==> src/rtl/pc_redirect_ctrl_if.sv <==
// Signal bundle between the fetch redirect controller and its neighbours
// (EX, trap logic, hazard unit, instruction memory, debug, PC register).
interface pc_redirect_ctrl_if;
   logic        br_valid;
   logic [31:0] br_target;
   logic        trap_valid;
   logic [31:0] trap_vec;
   logic        hz_stall;
   logic        imem_ready;
   logic        halt_req;
   logic        resume_req;
   logic        pc_br_ctrl;
   logic [31:0] pc_br_addr;
   logic        pc_stall;
   logic        flush;
   logic [1:0]  state_o;
   logic [15:0] redirect_cnt;

   modport master (
      output br_valid, br_target, trap_valid, trap_vec, hz_stall,
             imem_ready, halt_req, resume_req,
      input  pc_br_ctrl, pc_br_addr, pc_stall, flush, state_o, redirect_cnt
   );

   modport slave (
      input  br_valid, br_target, trap_valid, trap_vec, hz_stall,
             imem_ready, halt_req, resume_req,
      output pc_br_ctrl, pc_br_addr, pc_stall, flush, state_o, redirect_cnt
   );
endinterface

==> src/rtl/pc_redirect_ctrl.sv <==
// Fetch PC sequencer: boot redirect, branch/trap arbitration, pending redirects
// while instruction memory is busy, and debug halt/resume.
module pc_redirect_ctrl #(
   parameter logic [31:0] RESET_VEC  = 32'h0000_0000,
   parameter int unsigned BOOT_DELAY = 2
) (
   input logic               clk,
   input logic               rst,
   pc_redirect_ctrl_if.slave bus
);

   typedef enum logic [1:0] {
      ST_BOOT = 2'd0,
      ST_RUN  = 2'd1,
      ST_PEND = 2'd2,
      ST_HALT = 2'd3
   } state_t;

   localparam logic [3:0] BOOT_LAST = 4'(BOOT_DELAY - 1);

   state_t      state_q, state_d;
   logic [3:0]  boot_cnt_q, boot_cnt_d;
   logic        pend_vld_q, pend_vld_d;
   logic        pend_trap_q, pend_trap_d;
   logic [31:0] pend_addr_q, pend_addr_d;
   logic [15:0] redir_cnt_q;

   logic        br_ctrl, stall, flush, accept;
   logic [31:0] br_addr, win_addr, pend_issue_addr;

   function automatic logic [15:0] sat_inc16(input logic [15:0] v);
      return (v == 16'hFFFF) ? v : v + 16'd1;
   endfunction

   always_comb begin
      state_d     = state_q;
      boot_cnt_d  = boot_cnt_q;
      pend_vld_d  = pend_vld_q;
      pend_trap_d = pend_trap_q;
      pend_addr_d = pend_addr_q;
      br_ctrl     = 1'b0;
      br_addr     = 32'h0;
      stall       = 1'b1;
      flush       = 1'b0;
      accept      = 1'b0;
      win_addr    = bus.trap_valid ? bus.trap_vec : bus.br_target;
      // A trap arriving while a branch waits overrides it, even in the issue cycle.
      pend_issue_addr = (bus.trap_valid && !pend_trap_q) ? bus.trap_vec : pend_addr_q;

      case (state_q)
         ST_BOOT: begin
            boot_cnt_d = boot_cnt_q + 4'd1;
            if (boot_cnt_q == BOOT_LAST) begin
               br_ctrl    = 1'b1;
               br_addr    = RESET_VEC;
               stall      = 1'b0;
               flush      = 1'b1;
               boot_cnt_d = 4'd0;
               state_d    = ST_RUN;
            end
         end
         ST_RUN: begin
            if (bus.trap_valid || bus.br_valid) begin
               accept = 1'b1;
            end else if (bus.halt_req) begin
               state_d = ST_HALT;
            end else begin
               stall = bus.hz_stall | ~bus.imem_ready;
            end
         end
         ST_PEND: begin
            if (bus.trap_valid && !pend_trap_q) begin
               pend_addr_d = bus.trap_vec;
               pend_trap_d = 1'b1;
            end
            if (bus.imem_ready && pend_vld_q) begin
               br_ctrl     = 1'b1;
               br_addr     = pend_issue_addr;
               stall       = 1'b0;
               pend_vld_d  = 1'b0;
               pend_trap_d = 1'b0;
               state_d     = ST_RUN;
            end
         end
         default: begin
            if (bus.trap_valid) begin
               accept = 1'b1;
            end else if (bus.resume_req && !bus.halt_req) begin
               state_d = ST_RUN;
            end
         end
      endcase

      // Accepted redirect: issue now if memory is ready, otherwise park it in PEND.
      if (accept) begin
         flush = 1'b1;
         if (bus.imem_ready) begin
            br_ctrl = 1'b1;
            br_addr = win_addr;
            stall   = 1'b0;
            state_d = ST_RUN;
         end else begin
            pend_vld_d  = 1'b1;
            pend_trap_d = bus.trap_valid;
            pend_addr_d = win_addr;
            state_d     = ST_PEND;
         end
      end

      if (!rst) begin
         br_ctrl = 1'b0;
         br_addr = 32'h0;
         stall   = 1'b1;
         flush   = 1'b0;
      end
   end

   always_ff @(posedge clk) begin
      if (!rst) begin
         state_q     <= ST_BOOT;
         boot_cnt_q  <= 4'd0;
         pend_vld_q  <= 1'b0;
         pend_trap_q <= 1'b0;
         redir_cnt_q <= 16'd0;
      end else begin
         state_q     <= state_d;
         boot_cnt_q  <= boot_cnt_d;
         pend_vld_q  <= pend_vld_d;
         pend_trap_q <= pend_trap_d;
         if (br_ctrl) begin
            redir_cnt_q <= sat_inc16(redir_cnt_q);
         end
      end
   end

   // Pending address is pure data; its valid bit alone guards it.
   always_ff @(posedge clk) begin
      pend_addr_q <= pend_addr_d;
   end

   assign bus.pc_br_ctrl   = br_ctrl;
   assign bus.pc_br_addr   = br_addr;
   assign bus.pc_stall     = stall;
   assign bus.flush        = flush;
   assign bus.state_o      = state_q;
   assign bus.redirect_cnt = redir_cnt_q;

endmodule

==> src/flat_wrapper.sv <==
// flat-port wrapper written by rule: the top's interface ports become plain ports
module pc_redirect_ctrl_flat 
#(
   parameter logic [31:0] RESET_VEC  = 32'h0000_0000,
   parameter int unsigned BOOT_DELAY = 2
)
  (clk, rst, bus_br_valid, bus_br_target, bus_trap_valid, bus_trap_vec, bus_hz_stall, bus_imem_ready, bus_halt_req, bus_resume_req, bus_pc_br_ctrl, bus_pc_br_addr, bus_pc_stall, bus_flush, bus_state_o, bus_redirect_cnt);
  pc_redirect_ctrl_if bus_i ();
  input logic clk;
  input logic rst;
  input wire logic [$bits(bus_i.br_valid)-1:0] bus_br_valid;
  input wire logic [$bits(bus_i.br_target)-1:0] bus_br_target;
  input wire logic [$bits(bus_i.trap_valid)-1:0] bus_trap_valid;
  input wire logic [$bits(bus_i.trap_vec)-1:0] bus_trap_vec;
  input wire logic [$bits(bus_i.hz_stall)-1:0] bus_hz_stall;
  input wire logic [$bits(bus_i.imem_ready)-1:0] bus_imem_ready;
  input wire logic [$bits(bus_i.halt_req)-1:0] bus_halt_req;
  input wire logic [$bits(bus_i.resume_req)-1:0] bus_resume_req;
  output wire logic [$bits(bus_i.pc_br_ctrl)-1:0] bus_pc_br_ctrl;
  output wire logic [$bits(bus_i.pc_br_addr)-1:0] bus_pc_br_addr;
  output wire logic [$bits(bus_i.pc_stall)-1:0] bus_pc_stall;
  output wire logic [$bits(bus_i.flush)-1:0] bus_flush;
  output wire logic [$bits(bus_i.state_o)-1:0] bus_state_o;
  output wire logic [$bits(bus_i.redirect_cnt)-1:0] bus_redirect_cnt;
  assign bus_i.br_valid = bus_br_valid;
  assign bus_i.br_target = bus_br_target;
  assign bus_i.trap_valid = bus_trap_valid;
  assign bus_i.trap_vec = bus_trap_vec;
  assign bus_i.hz_stall = bus_hz_stall;
  assign bus_i.imem_ready = bus_imem_ready;
  assign bus_i.halt_req = bus_halt_req;
  assign bus_i.resume_req = bus_resume_req;
  assign bus_pc_br_ctrl = bus_i.pc_br_ctrl;
  assign bus_pc_br_addr = bus_i.pc_br_addr;
  assign bus_pc_stall = bus_i.pc_stall;
  assign bus_flush = bus_i.flush;
  assign bus_state_o = bus_i.state_o;
  assign bus_redirect_cnt = bus_i.redirect_cnt;
  pc_redirect_ctrl #(.RESET_VEC(RESET_VEC), .BOOT_DELAY(BOOT_DELAY)) u_core (.clk(clk), .rst(rst), .bus(bus_i));
endmodule
==> config.mk <==
export PLATFORM = sky130hd
export DESIGN_NAME = pc_redirect_ctrl_flat
export DESIGN_NICKNAME = d
export VERILOG_FILES = /design/src/rtl/pc_redirect_ctrl_if.sv /design/src/rtl/pc_redirect_ctrl.sv /design/src/flat_wrapper.sv
export SDC_FILE = /design/constraint.sdc
export NUM_CORES = 1
export LEC_CHECK = 0
export CAP_MARGIN = 20
export CORE_ASPECT_RATIO = 1.2
export CORE_MARGIN = 2
export CORE_UTILIZATION = 46
export CTS_CLUSTER_DIAMETER = 50
export CTS_CLUSTER_SIZE = 14
export DETAILED_ROUTE_END_ITERATION = 10
export GPL_ROUTABILITY_DRIVEN = 1
export HOLD_SLACK_MARGIN = 0.06
export PLACE_DENSITY = 0.81
export SETUP_SLACK_MARGIN = 0.1
export SYNTH_ARGS = -nofsm -noshare
export SYNTH_HDL_FRONTEND = slang
export SYNTH_SLANG_ARGS = --single-unit
export TNS_END_PERCENT = 50
==> constraint.sdc <==
create_clock -name clk -period 2.91 [get_ports clk]
set_input_delay 0.4365 -clock clk [delete_from_list [all_inputs] [get_ports clk]]
set_output_delay 0.4365 -clock clk [all_outputs]
set_load 0.05 [all_outputs]
==> results.tsv <==
stage	metric	value	unit
outcome	outcome	finished clean	
timing	clk_skew	0.0120	ns
final_layout	Sequential Area	1120	sq um
power_and_ir_drop	cell area power density	593	nW/um^2
worst_setup_path	Critical Path RT	2.47	ns
clocking	Post-CTS Setup Bufs	0	
clocking	Root Buffer	clkbuf_8	
final_layout	commonest non-fill, non-tap cell in the layout	clkdlybuf4s50_1	
synth	Syn Nets	566	
final_layout	most frequent cells in the layout	88 x clkdlybuf4s50_1, 76 x a21oi_1, 55 x dfxtp_1	
worst_setup_path	CP Capture Type	output port	
clocking	H-tree levels	2	
placed_design	routability cong.	0.852	
clocking	TritonCTS clock tree	done	
timing	hold slack	0.511	ns
worst_setup_path	crit path from	u_core.bus.state_o[0]$_SDFFE_PN0P_	
grt	grt peak-use layer	met2	
grt	initial antenna violation count	0	
placed_design	IO buf count	124	
worst_setup_path	reg-to-reg startpoint	u_core.bus.state_o[0]$_SDFFE_PN0P_	
worst_setup_path	reg-to-reg critical path endpoint	u_core.bus.redirect_cnt[15]$_SDFFE_PN0P_	
power_and_ir_drop	total power	3.33	mW
synth	post-synth cell types	46	
floorplan	CORE AREA	7660	sq um
floorplan	Die ar.	8640	sq um
synth	synthesized area	3640	sq um
grt	gr ovfl total	0	
power_and_ir_drop	internal power	1.98	mW
final_layout	layout cell share with drive strength beyond 1	0.168	
power_and_ir_drop	clock power share	0.155	
final_layout	Finished Cell Area	5630	sq um
synth	main flop type after synthesis	dfxtp_1	
floorplan	I/O Pins	125	
route	WL/cell	16.6	um
synth	Post-Synthesis Cells	489	
clocking	Max Root-Sink Buffers	2	
timing	Final min period	2.64	ns
route	DRT antenna net count	0	
clocking	CTS buffer count	5	
power_and_ir_drop	P_sw	1.35	mW
timing	Max Slew Vio Count	0	
grt	Global Route met2 Usage	0.484	
grt	largest net degree at the start of global routing	33	
power_and_ir_drop	Net Sw Frac	0.405	
timing	Tcrit/Tclk final	0.908	
route	initial drt markers	207	
worst_setup_path	CP arrival	2.21	ns
final_layout	Layout area overhead	54.7	%
timing	RSZ-0062 raised after global routing	false	
floorplan	die height	101	um
final_layout	# diodes	0	
route	via count	4071	
route	final WL	11500	um
timing	Worst-Margin Slew	0.623	ns
synth	ys async rst share	0	
clocking	cts hold-fix bufs	0	
grt	M1 GR Usage	0.290	
floorplan	chip width	85.2	um
timing	Fmax achieved	379	MHz
grt	number of global-route vias before repair	4232	
worst_setup_path	crit path to	bus_pc_br_addr[23]	
synth	Post-synth EDFFs	0	
timing	Setup Viol. Count Final	0	
run	maxcap violations	0	
grt	GR Layer Usage met3	0.0709	
final_layout	multi-input logic area	2370	sq um
floorplan	FP Rows	35	
floorplan	initial core utilization	0.475	
clocking	Sink Count	56	
clocking	worst skew pair latency	0.31	ns
worst_setup_path	Worst R2R Path Depth	6	
route	Initial DRT Pass Iterations	5	
placed_design	Cell Area, Placed	5510	sq um
timing	Hold Fails Final Rpt	0	
route	Remaining DRCs	0	
worst_setup_path	kind of critical path	reg2out	
grt	Total GRT Usage	0.263	
synth	syn_area_per_cell	7.44	sq um
synth	Seq/Total Area, Yosys	0.308	
worst_setup_path	Reg2Reg Setup Slack	0.58	ns
power_and_ir_drop	leakage	2.14	nW
power_and_ir_drop	register share of total power	0.359	
synth	Synth Register Bits	56	
worst_setup_path	Critical Path Fanout Max	32	
synth	Synth warnings	0	
min_path	min-delay worst type	reg2reg	
worst_setup_path	startpoint types	register	
power_and_ir_drop	combinational fraction of design power	0.487	
clocking	post-cts resize count	0	
grt	first-pass GRT wire length	18800	um
final_layout	fillers	553	
route	DR vias/cell	5.88	
clocking	Worst-path clk slew	0.11	ns
placed_design	Post-DP HPWL	8450	um
final_layout	fin nets	676	
timing	Rel. slew slack	0.584	
power_and_ir_drop	Max IR drop VDD	0.417	mV
==> worst min path at each step <==
stage / startpoint / end / depth (start not counted)
3_3_place_gp: u_core.bus.redirect_cnt[15]$_SDFFE_PN0P_ / u_core.bus.redirect_cnt[15]$_SDFFE_PN0P_ / 2
2_1_floorplan: u_core.pend_trap_q$_SDFF_PN0_ / u_core.pend_trap_q$_SDFF_PN0_ / 2
5_1_grt: u_core.pend_addr_q[2]$_DFF_P_ / u_core.pend_addr_q[2]$_DFF_P_ / 2
4_1_cts: u_core.bus.state_o[1]$_SDFFE_PN0P_ / u_core.bus.state_o[1]$_SDFFE_PN0P_ / 2
6_report: u_core.bus.state_o[1]$_SDFFE_PN0P_ / u_core.bus.state_o[1]$_SDFFE_PN0P_ / 2
3_5_place_dp: u_core.bus.state_o[1]$_SDFFE_PN0P_ / u_core.bus.state_o[1]$_SDFFE_PN0P_ / 2
==> per-stage QoR <==
step	setup TNS, ns	util	instances	worst slack, ns
final	0	0.734	692	0.268
after global routing	0	0.734	692	0.166
after floorplan	-0.364	-	489	-0.0300
after CTS	0	0.734	692	0.284
after detailed placement	0	0.720	684	0.331
after global placement	0	0.720	684	0.377
==> cells by family (layout without fill, tap and decap cells) <==
| group | count (synthesis) | count (layout) | share of synthesized area |
|---|---|---|---|
| multiplexers | 32 | 32 | 0.0881 |
| XOR/XNOR | 9 | 9 | 0.0217 |
| flip-flops | 56 | 56 | 0.308 |
| buffers and inverters | 78 | 189 | 0.0843 |
| AND/OR/NAND/NOR | 132 | 132 | 0.164 |
| adder cells (fa/ha/maj) | 5 | 5 | 0.0172 |
| AO/OA/AOI/OAI | 177 | 177 | 0.316 |
==> metal layers <==
metal  part of all wire  up-vias  wire length (um)
met3              0.070       20               803
met2               0.53      149              6040
met4              0.018        0               208
li1                   -     1992                 -
met1               0.39     1910              4430
met5                  0        -                 0
==> final cells by class <==
class,instances,area share
flip-flops and latches,56,0.200
inverters,39,0.0260
clock buffers,5,0.0122
repair buffers,142,0.313
clock inverters,3,0.00756
well taps,92,0.0205
multi-input cells,355,0.421
==> worst max-delay path, stage by stage (launching register included) <==
cell and delay [ns]:
dfxtp_1 0.40, ha_1 0.27, nor2b_1 0.11, o22ai_1 0.18, nand2b_1 0.14, buf_12 0.19, o22a_1 0.24, nor2_2 0.17
buf_12 0.16
==> Yosys cell counts (2+ instances only) <==
cell type,count,area [sq um]
nor2_1,80,300
a21oi_1,76,380
dfxtp_1,56,1120
inv_1,38,143
o22ai_1,34,213
mux2i_1,32,320
o22a_1,32,280
clkbuf_1,24,90.1
nand2_1,14,52.6
nand3_1,11,55.1
buf_2,8,40.0
nand4_1,7,43.8
o31ai_1,7,52.6
buf_1,6,22.5
xnor2_1,6,52.6
ha_1,5,62.6
o211ai_1,5,37.5
or4_1,4,30.0
a2111oi_0,3,26.3
a211oi_1,3,22.5
nand2b_1,3,18.8
o21ai_0,3,15.0
or3_1,3,18.8
xor2_1,3,26.3
a311o_1,2,20.0
and3_1,2,12.5
nor2b_1,2,12.5
o21a_1,2,15.0
==> registers in the layout (all words and copies together) (netlist names) <==
| signal | flops |
|---|---|
| u_core.bus.state_o | 2 |
| u_core.bus.redirect_cnt | 16 |
| u_core.pend_trap_q | 1 |
| u_core.pend_addr_q | 32 |
| u_core.boot_cnt_q | 4 |
| u_core.pend_vld_q | 1 |
==> power groups by stage <==
stage	registers, mW	logic (mW)	clock network [mW]
after global placement	1.19	1.55	0
after global routing	1.22	1.76	0.555
after detailed placement	1.20	1.61	0
final	1.20	1.62	0.516
after floorplan	1.23	1.00	0
after CTS	1.19	1.62	0.529
Power figures use the tool's default switching activity.
